[config.mk]
export PLATFORM = sky130hd
export DESIGN_NAME = shift_sticky_arbiter
export DESIGN_NICKNAME = d
export VERILOG_FILES = /design/src/rtl/shift_sticky_arbiter.sv
export SDC_FILE = /design/constraint.sdc
export NUM_CORES = 1
export LEC_CHECK = 0
export CAP_MARGIN = 20
export CELL_PAD_IN_SITES_DETAIL_PLACEMENT = 1
export CELL_PAD_IN_SITES_GLOBAL_PLACEMENT = 2
export CORE_AREA = 2 2 118 120
export DETAILED_ROUTE_END_ITERATION = 6
export DIE_AREA = 0 0 120 122
export GPL_TIMING_DRIVEN = 0
export PLACE_DENSITY = 0.82
export SLEW_MARGIN = 20
export SYNTH_ARGS = -nofsm -noshare
export SYNTH_HDL_FRONTEND = slang
export SYNTH_SLANG_ARGS = --single-unit
export TNS_END_PERCENT = 20
[constraint.sdc]
create_clock -name clk -period 5.4 [get_ports clk]
set_clock_uncertainty 0.15 [all_clocks]
set_input_delay 1.08 -clock clk [delete_from_list [all_inputs] [get_ports clk]]
set_output_delay 1.08 -clock clk [all_outputs]
set_load 0.01 [all_outputs]
[src/rtl/shift_sticky_arbiter.sv]
`default_nettype none
// ============================================================================
// Module   : shift_sticky_arbiter
// Function : Round-robin shared barrel shifter with sticky-OR/AND of lost bits
// Revision : 1.0 - initial release
// ============================================================================
module shift_sticky_arbiter #(
   parameter int NUM_REQ         = 4,
   parameter int WIDTH           = 16,
   parameter int SHIFT_VAL_WIDTH = $clog2(WIDTH + 1),
   parameter int ID_WIDTH        = $clog2(NUM_REQ)
) (
   input  logic                                 clk,
   input  logic                                 rst,
   input  logic [NUM_REQ-1:0]                   i_reqValid,
   output logic [NUM_REQ-1:0]                   o_reqReady,
   input  logic [NUM_REQ*WIDTH-1:0]             i_reqIn,
   input  logic [NUM_REQ*SHIFT_VAL_WIDTH-1:0]   i_reqShift,
   input  logic [NUM_REQ-1:0]                   i_reqDir,
   output logic                                 o_respValid,
   input  logic                                 i_respReady,
   output logic [WIDTH-1:0]                     o_respOut,
   output logic                                 o_respSticky,
   output logic                                 o_respStickyAnd,
   output logic [ID_WIDTH-1:0]                  o_respId
);

   localparam logic [WIDTH-1:0] c_ONES = '1;

   logic [ID_WIDTH-1:0]        r_rr_ptr;
   logic                       r_resp_valid;
   logic [WIDTH-1:0]           r_resp_out;
   logic                       r_resp_sticky;
   logic                       r_resp_sticky_and;
   logic [ID_WIDTH-1:0]        r_resp_id;

   logic [ID_WIDTH-1:0]        w_scan_idx;
   logic [ID_WIDTH-1:0]        w_gnt_idx;
   logic [ID_WIDTH-1:0]        w_ptr_next;
   logic                       w_any;
   logic                       w_can_accept;
   logic                       w_accept;
   logic [WIDTH-1:0]           w_in;
   logic [SHIFT_VAL_WIDTH-1:0] w_shift;
   logic                       w_dir;
   logic [WIDTH-1:0]           w_out;
   logic [WIDTH-1:0]           w_mask;
   logic                       w_sticky;
   logic                       w_sticky_and;

   // Scan from the highest offset down so the lowest offset from r_rr_ptr wins.
   always_comb begin
      w_any      = 1'b0;
      w_gnt_idx  = '0;
      w_scan_idx = '0;
      for (int k = NUM_REQ - 1; k >= 0; k--) begin
         w_scan_idx = ID_WIDTH'((int'(r_rr_ptr) + k) % NUM_REQ);
         if (i_reqValid[w_scan_idx]) begin
            w_any     = 1'b1;
            w_gnt_idx = w_scan_idx;
         end
      end
   end

   assign w_ptr_next   = (w_gnt_idx == ID_WIDTH'(NUM_REQ - 1)) ? '0 : w_gnt_idx + 1'b1;
   assign w_can_accept = ~r_resp_valid | i_respReady;
   assign w_accept     = w_any & w_can_accept & ~rst;

   always_comb begin
      o_reqReady = '0;
      if (w_accept) begin
         o_reqReady[w_gnt_idx] = 1'b1;
      end
   end

   always_comb begin
      w_in    = '0;
      w_shift = '0;
      w_dir   = 1'b0;
      for (int i = 0; i < NUM_REQ; i++) begin
         if (w_gnt_idx == ID_WIDTH'(i)) begin
            w_in    = i_reqIn[i*WIDTH +: WIDTH];
            w_shift = i_reqShift[i*SHIFT_VAL_WIDTH +: SHIFT_VAL_WIDTH];
            w_dir   = i_reqDir[i];
         end
      end
   end

   // w_mask marks the operand bits pushed out; shifts >= WIDTH saturate to all ones.
   always_comb begin
      if (w_dir) begin
         w_out  = w_in >> w_shift;
         w_mask = ~(c_ONES << w_shift);
      end else begin
         w_out  = w_in << w_shift;
         w_mask = ~(c_ONES >> w_shift);
      end
   end

   assign w_sticky     = |(w_in & w_mask);
   assign w_sticky_and = &(w_in | ~w_mask);

   always_ff @(posedge clk or posedge rst) begin
      if (rst) begin
         r_rr_ptr          <= '0;
         r_resp_valid      <= 1'b0;
         r_resp_out        <= '0;
         r_resp_sticky     <= 1'b0;
         r_resp_sticky_and <= 1'b0;
         r_resp_id         <= '0;
      end else if (w_accept) begin
         r_rr_ptr          <= w_ptr_next;
         r_resp_valid      <= 1'b1;
         r_resp_out        <= w_out;
         r_resp_sticky     <= w_sticky;
         r_resp_sticky_and <= w_sticky_and;
         r_resp_id         <= w_gnt_idx;
      end else if (i_respReady) begin
         r_resp_valid      <= 1'b0;
      end
   end

   assign o_respValid     = r_resp_valid;
   assign o_respOut       = r_resp_out;
   assign o_respSticky    = r_resp_sticky;
   assign o_respStickyAnd = r_resp_sticky_and;
   assign o_respId        = r_resp_id;

endmodule
`default_nettype wire

==> results.sh <==
export IMPL_groute_layer_met1_usage_pct=29.89
export IMPL_timing_final_hold_violations=0
export IMPL_worst_setup_path_type="in -> out"
export IMPL_yosys_cell_count_top_type="sky130_fd_sc_hd__nor2_1"
export IMPL_r2r_setup_slack_ns=1.16
export IMPL_cp_arrival_ns=3.82
export IMPL_final_max_slew_violation_count=0
export IMPL_grt_most_used_layer="met2"
export IMPL_drive_above_1_share_pct=12.21
export IMPL_rows=43
export IMPL_whs_endpoint="o_respId[1]"
export IMPL_synthToLayoutAreaGrowth_pct=42.40
export IMPL_rsz0062_at_grt="no"
export IMPL_synth_cell_area_um2=3686
export IMPL_ys_top_cells_by_count="sky130_fd_sc_hd__nor2_1, sky130_fd_sc_hd__mux2i_1, sky130_fd_sc_hd__o22ai_1, sky130_fd_sc_hd__nand2_1, sky130_fd_sc_hd__a21oi_1"
export IMPL_insertedDiodeCount=0
export IMPL_drt_vias_per_instance=5.885
export IMPL_synth_top_cell_area_share_pct=15.61
export IMPL_maxCapViolations=0
export IMPL_dp_cells=782
export IMPL_power_density_nw_per_um2=679.2
export IMPL_io_buffer_count=119
export IMPL_crit_slowest_cell="sky130_fd_sc_hd__clkdlybuf4s50_1"
export IMPL_timing_setup_tns_ns=0
export IMPL_cts_buffers=3
export IMPL_route_detailed_drc=0
export IMPL_worstPathRequired_ns=4.17
export IMPL_dr_total_vias=4626
export IMPL_routed_wire_length_per_instance_um=23.06
export IMPL_gr_total_overflow=0
export IMPL_synthFlopType="sky130_fd_sc_hd__dfrtp_1"
export IMPL_hold_path_depth=2
export IMPL_final_critical_path_setup_slack_ns=0.3491
export IMPL_ys_warn_count=0
export IMPL_portion_of_the_post_synthesis_area_used_by_sequential_elements_pct=15.61
export IMPL_globalRouteTotalUtil_pct=24.48
export IMPL_die_x_um=120
export IMPL_worst_setup_path_start_kind="primary input"
export IMPL_use_met3_pct=3.652
export IMPL_fillCellCount=1677
export IMPL_clock_tree_htree_level_count=1
export IMPL_core_region_area_um2=13500
export IMPL_leakage_power_total_nw=2.049
export IMPL_detailed_router_s_first_iteration_violation_count=235
export IMPL_postCtsHoldBufs=0
export IMPL_route_antenna_remaining_nets=0
export IMPL_clkTransAtPathRegs_ns=0.06
export IMPL_end_kind="primary output"
export IMPL_drt_pass1_iter_count=4
export IMPL_initial_antenna_violation_count=0
export IMPL_timing_critical_path_slowest_cell_delay_ns=0.55
export IMPL_grt_util_met2_pct=43.96
export IMPL_syn_nets=582
export IMPL_clock_fmax_mhz=198.0
export IMPL_status="complete, no violations"
export IMPL_postSynth_asyncResetShare_pct=100.0
export IMPL_clockBufferDepth=2
export IMPL_finalWeightedCongestion=0.9090
export IMPL_dieArea_um2=14640
export IMPL_clock_net_sink_count=23
export IMPL_max_slew_margin_pct=37.68
export IMPL_postRouteWirelength_um=18130
export IMPL_timing_critical_path_cells="clkdlybuf4s50_1 -> a21oi_1 -> o21a_1 -> o22ai_2 -> inv_1 -> ha_1 -> inv_1 -> buf_4 -> buf_2 -> nor2_1 -> clkdlybuf4s50_1"
export IMPL_root_buffer="sky130_fd_sc_hd__clkbuf_16"
export IMPL_timing_critical_path_fanout_max=10
export IMPL_grt_max_degree=25
export IMPL_min_period_over_period_pct=93.54
export IMPL_postSynthAreaPerCell_um2=7.632
export IMPL_netlist_instances=483
export IMPL_min_delay_path_class="reg -> reg"
export IMPL_fin_crit_ns=5.051
export IMPL_rr_worst_depth=13
export IMPL_synth_edff_count=0
export IMPL_start_util_pct=27.30
export IMPL_nets=706
export IMPL_clock_latency_ns=0.26
export IMPL_first_global_vias=4908
export IMPL_worstHoldStart="o_respId[1]"
export IMPL_cts_tree="built"
export IMPL_detailed_place_hpwl_um=14760
export IMPL_worst_r2r_startpoint="r_rr_ptr[1]"
export IMPL_worst_slew_pin_slew_ns=0.9313
export IMPL_ir_drop_v=0.0001995
export IMPL_yosys_cell_types_count=66
export IMPL_final_std_cells_w_o_fill=786
export IMPL_ioPinCount=120
export IMPL_hold_ws_ns=0.3397
export IMPL_worst_r2r_dst="o_respOut[10]"
export IMPL_synth_largest_area_cell="sky130_fd_sc_hd__dfrtp_1"
export IMPL_finalSetupViolations=0
export IMPL_global_route_wire_length_before_repair_um=27960
export IMPL_postSynthRegisterBits=23
export IMPL_area_contributors_post_synth="sky130_fd_sc_hd__dfrtp_1, sky130_fd_sc_hd__mux2i_1, sky130_fd_sc_hd__nor2_1"
export IMPL_die_h_um=122
export IMPL_dpl_worst_slack_ns=-0.3198
==> routing by layer <==
| metal | wire length, um | part of all wire [%] | vias to the layer above |
|---|---|---|---|
| met4 | 632 | 3.5 | 0 |
| met5 | 0 | 0 | - |
| li1 | - | - | 2132 |
| met3 | 896 | 4.9 | 37 |
| met1 | 7544 | 42 | 2266 |
| met2 | 9053 | 50 | 191 |
==> power breakdown <==
| part | total (W) | switching [W] | internal [W] |
|---|---|---|---|
| combinational | 0.00314 | 0.00196 | 0.00118 |
| sequential | 0.000266 | 0.0000358 | 0.000230 |
| clock | 0.000162 | 0.0000625 | 0.0000997 |
==> cell usage in the layout (no fill, tap or decap), drive strengths merged, types with 8 or more instances in the layout <==
cell / synthesis / layout
nor3: 19 / 19
clkdlybuf4s50: 0 / 119
o21ai: 25 / 25
mux2i: 58 / 58
o22ai: 33 / 33
clkbuf: 11 / 14
a221oi: 18 / 18
nand3: 13 / 13
and2: 8 / 8
a221o: 14 / 14
dfrtp: 23 / 23
buf: 37 / 37
a211oi: 11 / 11
a21oi: 27 / 27
nand2: 30 / 30
nor2: 62 / 62
==> timing repair <==
item	in CTS	in global routing
setup endpoints to repair	2	22
gates resized for setup	1	22
setup buffers	0	0
==> cell families (layout without fill, tap and decap cells) <==
kind of cell             after synthesis  count (layout)  share of synthesized area [%]
AO/OA/AOI/OAI                        179             179                          36.42
AND/OR/NAND/NOR                      158             158                          19.99
multiplexers                          63              63                          17.38
buffers and inverters                 56             179                          9.233
flip-flops                            23              23                          15.61
adder cells (fa/ha/maj)                4               4                          1.358
==> critical path, delay by kind of cell <==
kind,cells,cell delay [ns]
AO/OA/AOI/OAI,3,0.51
adder cells (fa/ha/maj),1,0.27
buffers and inverters,6,1.86
AND/OR/NAND/NOR,1,0.08
==> flip-flops by register name, summed over array words and instances, names as in the netlist <==
signal / cells
o_respSticky: 1
o_respId: 2
o_respStickyAnd: 1
o_respOut: 16
r_rr_ptr: 2
o_respValid: 1
==> layout make-up <==
type | count | area (um^2) | area share, %
inverter | 8 | 33.78 | 0.6436
timing repair buffer | 119 | 1191 | 22.69
multi-input combinational | 404 | 2830 | 53.92
clock inverter | 1 | 5.005 | 0.09535
sequential | 23 | 575.6 | 10.97
buffer | 48 | 312.8 | 5.959
clock buffer | 3 | 75.07 | 1.430
tap | 180 | 225.2 | 4.291
==> through the flow <==
stage	util, %	power, W	area, um^2
global placement	37.78	0.003287	5102
global route	38.87	0.003805	5249
detailed placement	37.78	0.003294	5102
CTS	38.40	0.003477	5185
floorplan	-	0.002287	3686
finish	38.87	0.003565	5249
==> how the worst max path moves through the flow <==
stage	endpoint	start	slack, ns	cells after the start
6_report	o_reqReady[3]	i_reqValid[0]	0.35	11
5_1_grt	o_reqReady[3]	i_reqValid[0]	0.08	11
4_1_cts	o_respOut[15]	i_reqValid[0]	0.02	15
3_5_place_dp	o_respOut[10]	i_reqValid[0]	-0.32	16
3_3_place_gp	o_respOut[2]	i_reqValid[0]	-0.20	14
2_1_floorplan	o_respOut[4]	i_reqValid[2]	1.31	15
No activity file was read; power rests on OpenSTA's default activity.
==> RTL edit (same settings) <==
Set the parameter `NUM_REQ` to 2 (it was 4).
--- a/src/rtl/shift_sticky_arbiter.sv
+++ b/src/rtl/shift_sticky_arbiter.sv
@@ -7,3 +7,3 @@
 module shift_sticky_arbiter #(
-   parameter int NUM_REQ         = 4,
+   parameter int NUM_REQ         = 2,
    parameter int WIDTH           = 16,
Interface: changed (6 resized); port bits go from 120 to 71. The function was not compared with the original's and may differ.
==> RTL edit against the original RTL <==
Sequential cell count shrank 2. Routed wire length rose by 8.5%. Worst setup slack worse by 0.012 ns. Sequential share of layout area barely moved. Synthesized area rose by 3.4%. Final area is 8.7% lower. Critical endpoint is now o_reqReady[1]. Largest cell class unchanged. Highest routed layer unchanged.
Power is left out: it rests on default switching activity, and per cell area and clock period it moved more than threefold.
==> RTL edit: results <==
[global_route]
grt_max_degree = 23
grt_pass1_wl_um = 30200
grt_usage = 0.269
grt_pass1_vias = 5073

[detailed_routing]
routedWlPerCell_um = 26.1
drt-vias-per-instance = 6.61
drt-initial-drc-count = 501
dr.pass1.iters = 5

[finish]
post_route_cells_drive_above_1_share = 0.134
fillers = 1651
final_nets = 623

[placed_design]
gp_congestion = 0.921
post-dp-hpwl_um = 15600
pre_cts_ws_ns = 0.147
port_buffers = 67

[synthesis]
synthTopCellsByCount = 45 x a21oi_1, 37 x o21ai_0, 35 x mux2i_1
syn-num-nets = 551
yosysSeqAreaShare = 0.138
ys_top_cells_by_area = dfrtp_1 14%, mux2i_1 9.2%, a21oi_1 5.9%, o21ai_0 4.9%, a211oi_1 3.3%
ys_types = 81

[timing]
worst_pin_slew_ns = 0.986
fin_crit_ns = 5.06

[critical_path]
crit_path_start = rst
rrSetupSlack_ns = 2.33
reg2reg_depth = 10
crit_arrival_ns = 3.83
r2r-start = r_rr_ptr$_DFFE_PP0P_
timing.rr.end = o_respOut[15]$_DFFE_PP0P_
critical_path_peak_fanout = 22
critPathCapture = o_reqReady[1]

[status]
outcome = completed

[min_path]
hp-start = o_respId$_DFFE_PP0P_

[clock_network]
cts_buffer_depth = 2
==> RTL edit: cell count changes in the layout (fill, tap and decap cells not counted), sizes merged, moves of 7 or more <==
cell	delta
mux2i	-21
o211ai	+9
nor4	+7
clkdlybuf4s50	-52
nor2b	+9
o21ai	+15
a31oi	+12
a221o	-10
a21oi	+19
a221oi	-7
nor2	-31
o22ai	-30
nor3	-11
==> RTL edit: worst max-delay path, stage by stage <==
cell and delay (ns):
clkdlybuf4s50_1 0.51, clkinvlp_4 0.42, o21ai_0 0.33, nand2b_1 0.30
clkbuf_1 0.49, nor2_1 0.17, clkdlybuf4s50_1 0.52
==> RTL edit: layout make-up <==
class	instances	area [um2]	area share
clock inverter	1	5.00	0.00104
buffer	49	274	0.0572
clock buffer	3	75.1	0.0157
multi-input combinational	420	2970	0.619
timing repair buffer	67	671	0.140
tap	180	225	0.0470
sequential	21	526	0.110
inverter	12	48.8	0.0102
==> RTL edit: worst min-delay path by stage <==
stage / endpoint / cells after the start
6_report: o_respId$_DFFE_PP0P_ / 1
5_1_grt: o_respId$_DFFE_PP0P_ / 1
4_1_cts: o_respId$_DFFE_PP0P_ / 1
3_5_place_dp: o_respId$_DFFE_PP0P_ / 1
3_3_place_gp: o_respId$_DFFE_PP0P_ / 1
2_1_floorplan: r_rr_ptr$_DFFE_PP0P_ / 2
==> RTL edit: repair_timing <==
action,4_1_cts,5_1_grt
buffers inserted,0,0
resized for setup,0,1
hold endpoints to repair,0,0
endpoints found under the setup margin,0,2
==> RTL edit: logic make-up (layout without fill, tap and decap cells) <==
group	after synthesis	in the layout	synth area share
and+or+nand+nor	147	147	0.210
AOI/OAI and AO/OA	225	225	0.430
buffers and inverters	61	132	0.0837
DFF	21	21	0.138
muxes	48	48	0.139
==> RTL edit: metal layers <==
| layer | vias up | share of wire | wire length, um | track usage |
|---|---|---|---|---|
| li1 | 2136 | - | - | - |
| met1 | 2484 | 0.41 | 8020 | 0.352 |
| met2 | 300 | 0.46 | 9080 | 0.440 |
| met3 | 58 | 0.084 | 1660 | 0.0360 |
| met4 | 0 | 0.047 | 915 | 0.121 |
| met5 | - | 0 | 0 | 0 |
==> RTL edit: through the flow <==
| stage | hold WS, ns | area (um2) | std cells | utilization |
|---|---|---|---|---|
| after floorplan | 0.358 | 3810 | 502 | - |
| after global placement | 0.318 | 4710 | 749 | 0.348 |
| after detailed placement | 0.331 | 4710 | 749 | 0.348 |
| after CTS | 0.356 | 4790 | 753 | 0.354 |
| after global routing | 0.374 | 4790 | 753 | 0.355 |
| final | 0.353 | 4790 | 753 | 0.355 |
